--- src/rtl/riscv_types.sv ---
// riscv_types
//   Shared execute-stage definitions.
//   FP_BIAS            : single-precision exponent bias.
//   exe_p_mux_bus_type : instruction sideband carried alongside pipeline tokens.
package riscv_types;

  localparam logic [7:0] FP_BIAS = 8'd127;

  typedef struct packed {
    logic [31:0] pc;
    logic [4:0]  rd;
    logic        reg_write;
    logic        FP_reg_write;
  } exe_p_mux_bus_type;

endpackage

--- src/rtl/fp_unpack_class.sv ---
// fp_unpack_class
//   Combinational unpack and classification of one IEEE-754 single operand.
//   num_i     : packed single-precision operand
//   mant_o    : {hidden, frac}, hidden set for normal numbers
//   exp_o     : effective exponent (1 for subnormals/zero)
//   is_nan_o, is_inf_o, is_zero_o : operand class
module fp_unpack_class (
  input  logic [31:0] num_i,
  output logic [23:0] mant_o,
  output logic [7:0]  exp_o,
  output logic        is_nan_o,
  output logic        is_inf_o,
  output logic        is_zero_o
);

  logic exp_zero_s;
  logic exp_ones_s;
  logic frac_zero_s;

  assign exp_zero_s  = (num_i[30:23] == 8'h00);
  assign exp_ones_s  = (num_i[30:23] == 8'hFF);
  assign frac_zero_s = (num_i[22:0] == 23'd0);

  assign mant_o    = {~exp_zero_s, num_i[22:0]};
  // Subnormals share the scale of exponent 1, just without the hidden bit.
  assign exp_o     = exp_zero_s ? 8'd1 : num_i[30:23];
  assign is_nan_o  = exp_ones_s & ~frac_zero_s;
  assign is_inf_o  = exp_ones_s & frac_zero_s;
  assign is_zero_o = exp_zero_s & frac_zero_s;

endmodule

--- src/rtl/fmul_prod_r4.sv ---
// fmul_prod_r4
//   Two-stage (M1, M2) single-precision multiply front end for a fused
//   multiply-add. M1 unpacks and forms the raw 48-bit product, M2 normalises
//   it and resolves special cases. num3/add_sub/rm ride along for the adder.
//   clk, rst (async, active low), en (advance), clear[1:0] (flush M1/M2)
//   num1, num2, neg_prod  : multiplicands and product-sign inversion
//   num3, add_sub, rm     : forwarded to num3_o, add_sub_o, rm_o
//   p_start / p_result    : valid token in / out
//   pipe_i / pipe_o       : instruction sideband
//   prod_*                : normalised product and class flags
//   uu_rd, uu_reg_write, uu_FP_reg_write : per-stage rd and write enables
module fmul_prod_r4
  import riscv_types::*;
(
  input  logic              clk,
  input  logic              rst,
  input  logic              en,
  input  logic [1:0]        clear,
  input  logic [31:0]       num1,
  input  logic [31:0]       num2,
  input  logic [31:0]       num3,
  input  logic              neg_prod,
  input  logic              add_sub,
  input  logic [2:0]        rm,
  input  logic              p_start,
  input  exe_p_mux_bus_type pipe_i,
  output logic              p_result,
  output exe_p_mux_bus_type pipe_o,
  output logic [7:0]        prod_exp,
  output logic [46:0]       prod_mant,
  output logic              prod_sign,
  output logic              prod_is_NaN,
  output logic              prod_is_inf,
  output logic              prod_is_zero,
  output logic [31:0]       num3_o,
  output logic              add_sub_o,
  output logic [2:0]        rm_o,
  output logic [4:0]        uu_rd [0:1],
  output logic [1:0]        uu_reg_write,
  output logic [1:0]        uu_FP_reg_write
);

  typedef struct packed {
    logic              p;
    exe_p_mux_bus_type bus;
    logic [47:0]       prod;
    logic              sign;
    logic [9:0]        exp;   // two's complement e1+e2-bias
    logic              nan;
    logic              inf;
    logic              zero;
    logic [31:0]       num3;
    logic              add_sub;
    logic [2:0]        rm;
  } m1_t;

  typedef struct packed {
    logic              p;
    exe_p_mux_bus_type bus;
    logic [7:0]        exp;
    logic [46:0]       mant;
    logic              sign;
    logic              nan;
    logic              inf;
    logic              zero;
    logic [31:0]       num3;
    logic              add_sub;
    logic [2:0]        rm;
  } m2_t;

  m1_t m1_d, m1_q;
  m2_t m2_d, m2_q;

  logic [23:0] mant_a_s, mant_b_s;
  logic [7:0]  exp_a_s, exp_b_s;
  logic        nan_a_s, inf_a_s, zero_a_s;
  logic        nan_b_s, inf_b_s, zero_b_s;

  fp_unpack_class u_unpack_a (
    .num_i     (num1),
    .mant_o    (mant_a_s),
    .exp_o     (exp_a_s),
    .is_nan_o  (nan_a_s),
    .is_inf_o  (inf_a_s),
    .is_zero_o (zero_a_s)
  );

  fp_unpack_class u_unpack_b (
    .num_i     (num2),
    .mant_o    (mant_b_s),
    .exp_o     (exp_b_s),
    .is_nan_o  (nan_b_s),
    .is_inf_o  (inf_b_s),
    .is_zero_o (zero_b_s)
  );

  // Stage M1 next state: raw product, sign, biased exponent sum, class flags.
  always_comb begin
    m1_d         = '0;
    m1_d.p       = p_start;
    m1_d.bus     = pipe_i;
    m1_d.prod    = {24'd0, mant_a_s} * {24'd0, mant_b_s};
    m1_d.sign    = num1[31] ^ num2[31] ^ neg_prod;
    m1_d.exp     = {2'b00, exp_a_s} + {2'b00, exp_b_s} - {2'b00, FP_BIAS};
    // inf * 0 is invalid and folds into NaN here so M2 sees one flag.
    m1_d.nan     = nan_a_s | nan_b_s | (inf_a_s & zero_b_s) | (zero_a_s & inf_b_s);
    m1_d.inf     = inf_a_s | inf_b_s;
    m1_d.zero    = zero_a_s | zero_b_s;
    m1_d.num3    = num3;
    m1_d.add_sub = add_sub;
    m1_d.rm      = rm;
  end

  logic signed [9:0] norm_exp_s;
  logic              ovf_s;
  logic              unf_s;

  assign norm_exp_s = $signed(m1_q.exp) + $signed({9'd0, m1_q.prod[47]});
  assign ovf_s      = (norm_exp_s > 10'sd254);
  assign unf_s      = (norm_exp_s < 10'sd1);

  // Stage M2 next state: normalise and resolve NaN > inf > zero priority.
  always_comb begin
    m2_d         = '0;
    m2_d.p       = m1_q.p;
    m2_d.bus     = m1_q.bus;
    m2_d.sign    = m1_q.sign;
    m2_d.num3    = m1_q.num3;
    m2_d.add_sub = m1_q.add_sub;
    m2_d.rm      = m1_q.rm;
    if (m1_q.nan) begin
      m2_d.nan  = 1'b1;
      m2_d.exp  = 8'hFF;
      m2_d.mant = {2'b01, 45'd0};
    end else if (m1_q.inf || ovf_s) begin
      m2_d.inf  = 1'b1;
      m2_d.exp  = 8'hFF;
      m2_d.mant = 47'd0;
    end else if (m1_q.zero || unf_s) begin
      m2_d.zero = 1'b1;
      m2_d.exp  = 8'h00;
      m2_d.mant = 47'd0;
    end else if (m1_q.prod[47]) begin
      // Shift right by one, folding the dropped bit into a sticky LSB.
      m2_d.exp  = norm_exp_s[7:0];
      m2_d.mant = {m1_q.prod[47:2], m1_q.prod[1] | m1_q.prod[0]};
    end else begin
      m2_d.exp  = norm_exp_s[7:0];
      m2_d.mant = m1_q.prod[46:0];
    end
  end

  // Pipeline registers: reset, then per-stage clear, then enable; else hold.
  always_ff @(posedge clk or negedge rst) begin
    if (!rst) begin
      m1_q <= '0;
      m2_q <= '0;
    end else begin
      if (clear[0]) begin
        m1_q <= '0;
      end else if (en) begin
        m1_q <= m1_d;
      end
      if (clear[1]) begin
        m2_q <= '0;
      end else if (en) begin
        m2_q <= m2_d;
      end
    end
  end

  assign p_result        = m2_q.p;
  assign pipe_o          = m2_q.bus;
  assign prod_exp        = m2_q.exp;
  assign prod_mant       = m2_q.mant;
  assign prod_sign       = m2_q.sign;
  assign prod_is_NaN     = m2_q.nan;
  assign prod_is_inf     = m2_q.inf;
  assign prod_is_zero    = m2_q.zero;
  assign num3_o          = m2_q.num3;
  assign add_sub_o       = m2_q.add_sub;
  assign rm_o            = m2_q.rm;
  assign uu_rd[0]        = m1_q.bus.rd;
  assign uu_rd[1]        = m2_q.bus.rd;
  assign uu_reg_write    = {m2_q.bus.reg_write, m1_q.bus.reg_write};
  assign uu_FP_reg_write = {m2_q.bus.FP_reg_write, m1_q.bus.FP_reg_write};

endmodule

--- config.mk ---
export PLATFORM = sky130hd
export DESIGN_NAME = fmul_prod_r4
export DESIGN_NICKNAME = d
export VERILOG_FILES = /design/src/rtl/riscv_types.sv /design/src/rtl/fp_unpack_class.sv /design/src/rtl/fmul_prod_r4.sv
export SDC_FILE = /design/constraint.sdc
export NUM_CORES = 2
export LEC_CHECK = 0
export CAP_MARGIN = 20
export CORE_UTILIZATION = 39
export CTS_BUF_LIST = sky130_fd_sc_hd__clkbuf_8
export DETAILED_ROUTE_END_ITERATION = 16
export GPL_ROUTABILITY_DRIVEN = 0
export SYNTH_ARGS = -nofsm -noshare
export SYNTH_HDL_FRONTEND = slang
export SYNTH_SLANG_ARGS = --single-unit
--- constraint.sdc ---
create_clock -name clk -period 4.3 [get_ports clk]
set_clock_uncertainty 0.2 [all_clocks]
set_input_delay 0.645 -clock clk [delete_from_list [all_inputs] [get_ports clk]]
set_output_delay 0.645 -clock clk [all_outputs]
set_load 0.02 [all_outputs]
Yosys cells after proc, flatten, opt, wreduce, memory -nomap -nowiden
Cells that the tools add are included.
{ "classes": {"n_lt_le_gt_ge": 2, "multipliers": 1, "mux": 15, "addsub": 3, "n_reduce_logical": 8, "bitwise": 20, "n_eq_ne": 2} }
{ "ops": {"columns": ["cell", "n"], "rows": [
  ["$mux W138", 2],
  ["$mux W135", 2],
  ["$mux W55", 3],
  ["$mul A24 B24 Y48", 1],
  ["$mux W47", 1],
  ["$logic_not A23 Y1", 2],
  ["$eq A8 B8 Y1 const B", 2],
  ["$logic_not A8 Y1", 2],
  ["$mux W8", 2],
  ["$add A10 B2 Y10", 1],
  ["$gt A10 B9 Y1 const B", 1],
  ["$lt A10 B2 Y1 const B", 1],
  ["$sub A9 B7 Y10 const B", 1],
  ["$add A8 B8 Y9", 1],
  ["$and A1 B1 Y1", 8],
  ["$or A1 B1 Y1", 6],
  ["$mux W1", 4],
  ["$not A1 Y1", 4],
  ["$reduce_bool A2 Y1", 2],
  ["$logic_or A1 B1 Y1", 2],
  ["$mux W2", 1],
  ["$xor A1 B1 Y1", 2]
]} }
{ "word_totals": {"elab_cells": 79, "input_bits": 146, "reg_bits": 273, "output_inout_bits": 149} }

Logic depth before layout (Yosys ltp)
{ "logic_depth": {"word_depth": 8, "ltp_mapped": 27, "ltp_nobuf": 24} }

Cells and area by module
Synthesis repeated with hierarchy kept, for this count alone.
{ "hier_totals": {"cells_unflattened": 3306, "area_unflattened_um2": 31301.3} }
{ "modules_own_cells": {"columns": ["module", "cells_each", "instances", "area_per_inst_um2"], "rows": [
  ["fmul_prod_r4", 3210, 1, 30675.7],
  ["fp_unpack_class", 48, 2, 312.8]
]} }

Worst setup path before layout
Ideal clock, no wire load.
{ "synth_timing": {"path_kind": "input to register", "start": "input num1[28]", "end": "register m1_q[91] (netlist bit)", "path_slack_ns": -3.160, "path_stages": 25, "t_arrival_ns": 7.129, "path_buffers": 2, "cell_sequence": "nor4_1 -> nand2_1 -> clkbuf_1 -> and2_1 -> fa_1 -> fa_1 -> fa_1 -> inv_1 -> fa_1 -> inv_1 -> fa_1 -> inv_1 -> fa_1 -> inv_1 -> fa_1 -> ha_1 -> buf_2 -> nand2_1 -> o21ai_0 -> nor2_1 -> o41ai_1 -> o21ai_1 -> a21oi_1 -> a31oi_1 -> or3_1"} }
{ "synth_via": {"elab_chain_len": 5} }
{ "synth_lines": {"columns": ["element", "line_no", "text"], "rows": [
  ["start, declared", "fmul_prod_r4.sv:19", "input logic [31:0] num1,"],
  ["$logic_not A8 Y1", "fp_unpack_class.sv:20", "assign exp_zero_s = (num_i[30:23] == 8'h00);"],
  ["$not A1 Y1", "fp_unpack_class.sv:24", "assign mant_o = {~exp_zero_s, num_i[22:0]};"],
  ["$mul A24 B24 Y48", "fmul_prod_r4.sv:102", "m1_d.prod = {24'd0, mant_a_s} * {24'd0, mant_b_s};"],
  ["$mux W138", "fmul_prod_r4.sv:161", "end else if (en) begin"],
  ["$mux W138", "fmul_prod_r4.sv:159", "if (clear[0]) begin"],
  ["end signal, assigned", "fmul_prod_r4.sv:162", "m1_q <= m1_d;"],
  ["end, declared", "fmul_prod_r4.sv:71", "m1_t m1_d, m1_q;"]
]} }
No other way between the ends. The select of a mux whose other input is x is not followed.
A chain may end at the register's enable or synchronous reset.

Worst setup path after layout
{ "layout_timing": {"start": "input num2[27]", "end": "register m1_q[92] (netlist bit)"} }
{ "layout_via": {"elab_chain_len": 5} }
{ "layout_lines": {"columns": ["element", "line_no", "text"], "rows": [
  ["start, declared", "fmul_prod_r4.sv:20", "input logic [31:0] num2,"],
  ["$logic_not A8 Y1", "fp_unpack_class.sv:20", null],
  ["$not A1 Y1", "fp_unpack_class.sv:24", null],
  ["$mul A24 B24 Y48", "fmul_prod_r4.sv:102", null],
  ["$mux W138", "fmul_prod_r4.sv:161", null],
  ["$mux W138", "fmul_prod_r4.sv:159", null]
]} }
No other way between the ends. The select of a mux whose other input is x is not followed.

==> flow_summary.yaml <==
outcome:
  outcome: "finished, violations left"
  failed_checks: "negative setup slack"
clock_network:
  cts_root_buffer: "clkbuf_8"
  cts_made_buffers: 43
  cts_tree: "done"
  clk_pin_slew_ps: 70
  clk-insertion-delay-late_ps: 570
  clockBufferDepth: 3
  cts_sinks: 273
  htreeDepth: 2
timing:
  fin_ws_ps: -2650
  finalSetupViolations: 41
  drv_slew: 0
  fmax_mhz: 144
  fin_crit_sh_pct: 162
  rsz0062_at_grt: "true"
  layout_min_cycle_time_ps: 6950
  slew_headroom_pct: 28.5
  tightest_slew_ps: 1070
  hold_viol_final: 0
yosys:
  syn-instance-count: 3305
  yosysMostFrequentCell: "inv_1"
  yosys.area.top_type: "fa_1"
  synth_edf_count: 0
  yosys_warnings: 0
  avgSynthCellArea_sq_um: 9.44
  yosysTopAreaCellShare_pct: 31.0
  yosysSeqAreaShare_pct: 21.9
  synth.distinct_cells: 68
  ys_seq_elements: 273
  netlist_top_cells_count: "545 x inv_1, 483 x fa_1, 465 x nand2_1"
  syn_nets: 4125
  synth.area.top_cells: "fa_1 31%, dfrtp_1 22%, ha_1 7.7%"
  syn_area_sq_um: 31200
  yosys_most_used_dff: "dfrtp_1"
  synthArstFlopShare_pct: 100
worst_setup_path:
  worst-path-buf-inv: 7
  critical_path_class: "input pin to flip-flop"
  path_depth: 26
  r2r_cells: 10
  r2r-end: "prod_mant[4]$_DFFE_PN0P_"
  crit_slowest_cell: "fa_1"
  crit_path_max_incr_delay_ps: 560
  end_kind: "flip-flop"
  startpoint: "num2[27]"
  cp_max_fo: 4
  rr_startpoint: "m1_q[97]$_DFFE_PN0P_"
  required_ps: 4600
  endpoint: "m1_q[92]$_DFFE_PN0P_"
  cp_common_cell: "fa_1"
  r2r_setup_slack_ps: 1030
  critical_path.startpoint_type: "input pin"
  cp_top_family: "adder cells"
  arrival_ps: 7250
global_route:
  overflow: 0
  antenna_found_initial: 4
  grt_pass1_vias: 27000
  grt_max_degree: 139
  grt_usage_pct: 22.9
  grt_pass1_wl_um: 147000
floorplanning:
  fp.dieH_um: 285
  io_pins: 295
  die_x_um: 285
  fp-row-count: 103
  core_area_sq_um: 79000
  fp.dieArea_sq_um: 81100
  initial_utilization_pct: 39.5
route:
  wire_per_inst_um: 18.3
  dr.pass1.iters: 5
  drt-vias-per-instance: 4.98
  drt-initial-drc-count: 1207
  vias: 24900
  drt_wl_total_um: 91500
  drc_errors: 0
  antenna_left: 0
layout:
  seq_area_sq_um: 6830
  multi_input_area_sq_um: 23200
  final_area_sq_um: 42400
  fillers: 7038
  fin_nets: 4744
  drive_gt1_share_pct: 25.3
  syn_to_final_growth_pct: 35.8
place:
  place_ws_ps: -3570
  place_area_sq_um: 38000
  io_buffer_count: 294
  dp_hpwl_um: 68100
run:
  maxCapViolations: 0
min_path:
  hp-class: "input pin to flip-flop"
-- worst min-delay path by stage --
stage / start / to / slack [ps] / cells past startpoint
after floorplan: rst / add_sub_o$_DFFE_PN0P_ / 150 / 0
after global placement: prod_mant[24]$_DFFE_PN0P_ / prod_mant[24]$_DFFE_PN0P_ / 260 / 2
after detailed placement: prod_mant[8]$_DFFE_PN0P_ / prod_mant[8]$_DFFE_PN0P_ / 270 / 2
after CTS: clear[1] / prod_mant[23]$_DFFE_PN0P_ / 230 / 4
after global routing: clear[1] / prod_mant[23]$_DFFE_PN0P_ / 270 / 4
final: clear[1] / prod_mant[25]$_DFFE_PN0P_ / 280 / 4
-- sequential cells by signal, indices dropped and copies added (netlist names), 3 cells and up --
| register | cells |
|---|---|
| m1_q | 131 |
| prod_mant | 47 |
| pipe_o | 39 |
| num3_o | 32 |
| prod_exp | 8 |
| uu_rd | 5 |
| rm_o | 3 |
-- layout make-up --
class	instances	area share, %
Tap cell	1050	3.10
Sequential cell	273	16.1
Multi-Input combinational cell	2259	54.8
Inverter	545	4.83
Clock inverter	22	0.286
Timing Repair Buffer	802	19.2
Antenna cell	3	0.0177
Clock buffer	51	1.66
-- per-stage QoR --
stage / setup TNS (ps) / cells / hold slack, ps / utilization (%)
6_report: -84020 / 5005 / 277 / 53.6
5_1_grt: -90720 / 5005 / 275 / 53.6
4_1_cts: -83290 / 4978 / 233 / 52.5
3_5_place_dp: -123120 / 4765 / 266 / 48.1
3_3_place_gp: -121280 / 4765 / 262 / 48.1
2_1_floorplan: -78700 / 3305 / 149 / -
-- layout by cell type, fill, tap and decap left out, types with 9 or more instances in the layout --
cell,synthesis,routed
inv_1,545,522
fa_1,483,451
nand2_1,465,416
buf_4,15,334
dfrtp_1,273,272
clkdlybuf4s50_1,0,229
nor2_1,234,225
mux2i_1,224,224
and2_1,215,181
ha_1,191,150
buf_6,4,124
o21ai_2,40,54
clkbuf_8,0,51
buf_12,0,50
inv_2,0,41
a21oi_1,76,40
ha_4,0,39
and2_4,0,34
fa_2,0,32
nand2_2,0,30
a21o_1,26,26
nand4_1,24,24
a21oi_2,1,24
buf_8,0,22
nand2_4,1,20
xnor2_1,34,20
o21ai_0,39,16
nand3_1,19,15
nor3_1,21,14
a21oi_4,0,13
buf_2,14,13
xnor2_2,0,12
nor4_1,15,11
xor2_1,11,10
o21bai_1,12,10
dlygate4sd2_1,0,10
a211oi_2,0,9
-- per-layer routing --
| metal | wire (um) | track usage, % |
|---|---|---|
| met3 | 4550 | 3.28 |
| met2 | 47300 | 40.3 |
| met1 | 36200 | 28.5 |
| met4 | 3450 | 8.45 |
| met5 | 0 | 0 |
-- cells by family after synthesis --
group / after synthesis / synth area share, %
flops: 273 / 21.9
buf+inv: 773 / 9.64
simple gates: 1031 / 15.1
xor+xnor: 45 / 1.26
fa+ha+maj: 674 / 38.7
compound gates: 285 / 6.26
mux: 224 / 7.19
-- timing repair --
item,4_1_cts,5_1_grt
endpoints found under the hold margin,94,0
gates cloned,12,1
gates resized for setup,550,227
endpoints found under the setup margin,42,42
hold buffers,1,0
pin swaps,218,183
buffers inserted,132,46
-- worst register-to-register path, cell delays in order (launching register included) --
cell and delay (ps):
dfrtp_2 420, ha_1 200, ha_1 250, nand2_1 100, nor2_1 50, xnor2_1 160, o41ai_1 430, a21oi_1 180
and2b_2 270, nand2_4 560, o21ai_0 290
Power is not shown: default switching activity piles up to over one toggle a cycle in this logic, so the estimate is an artifact.
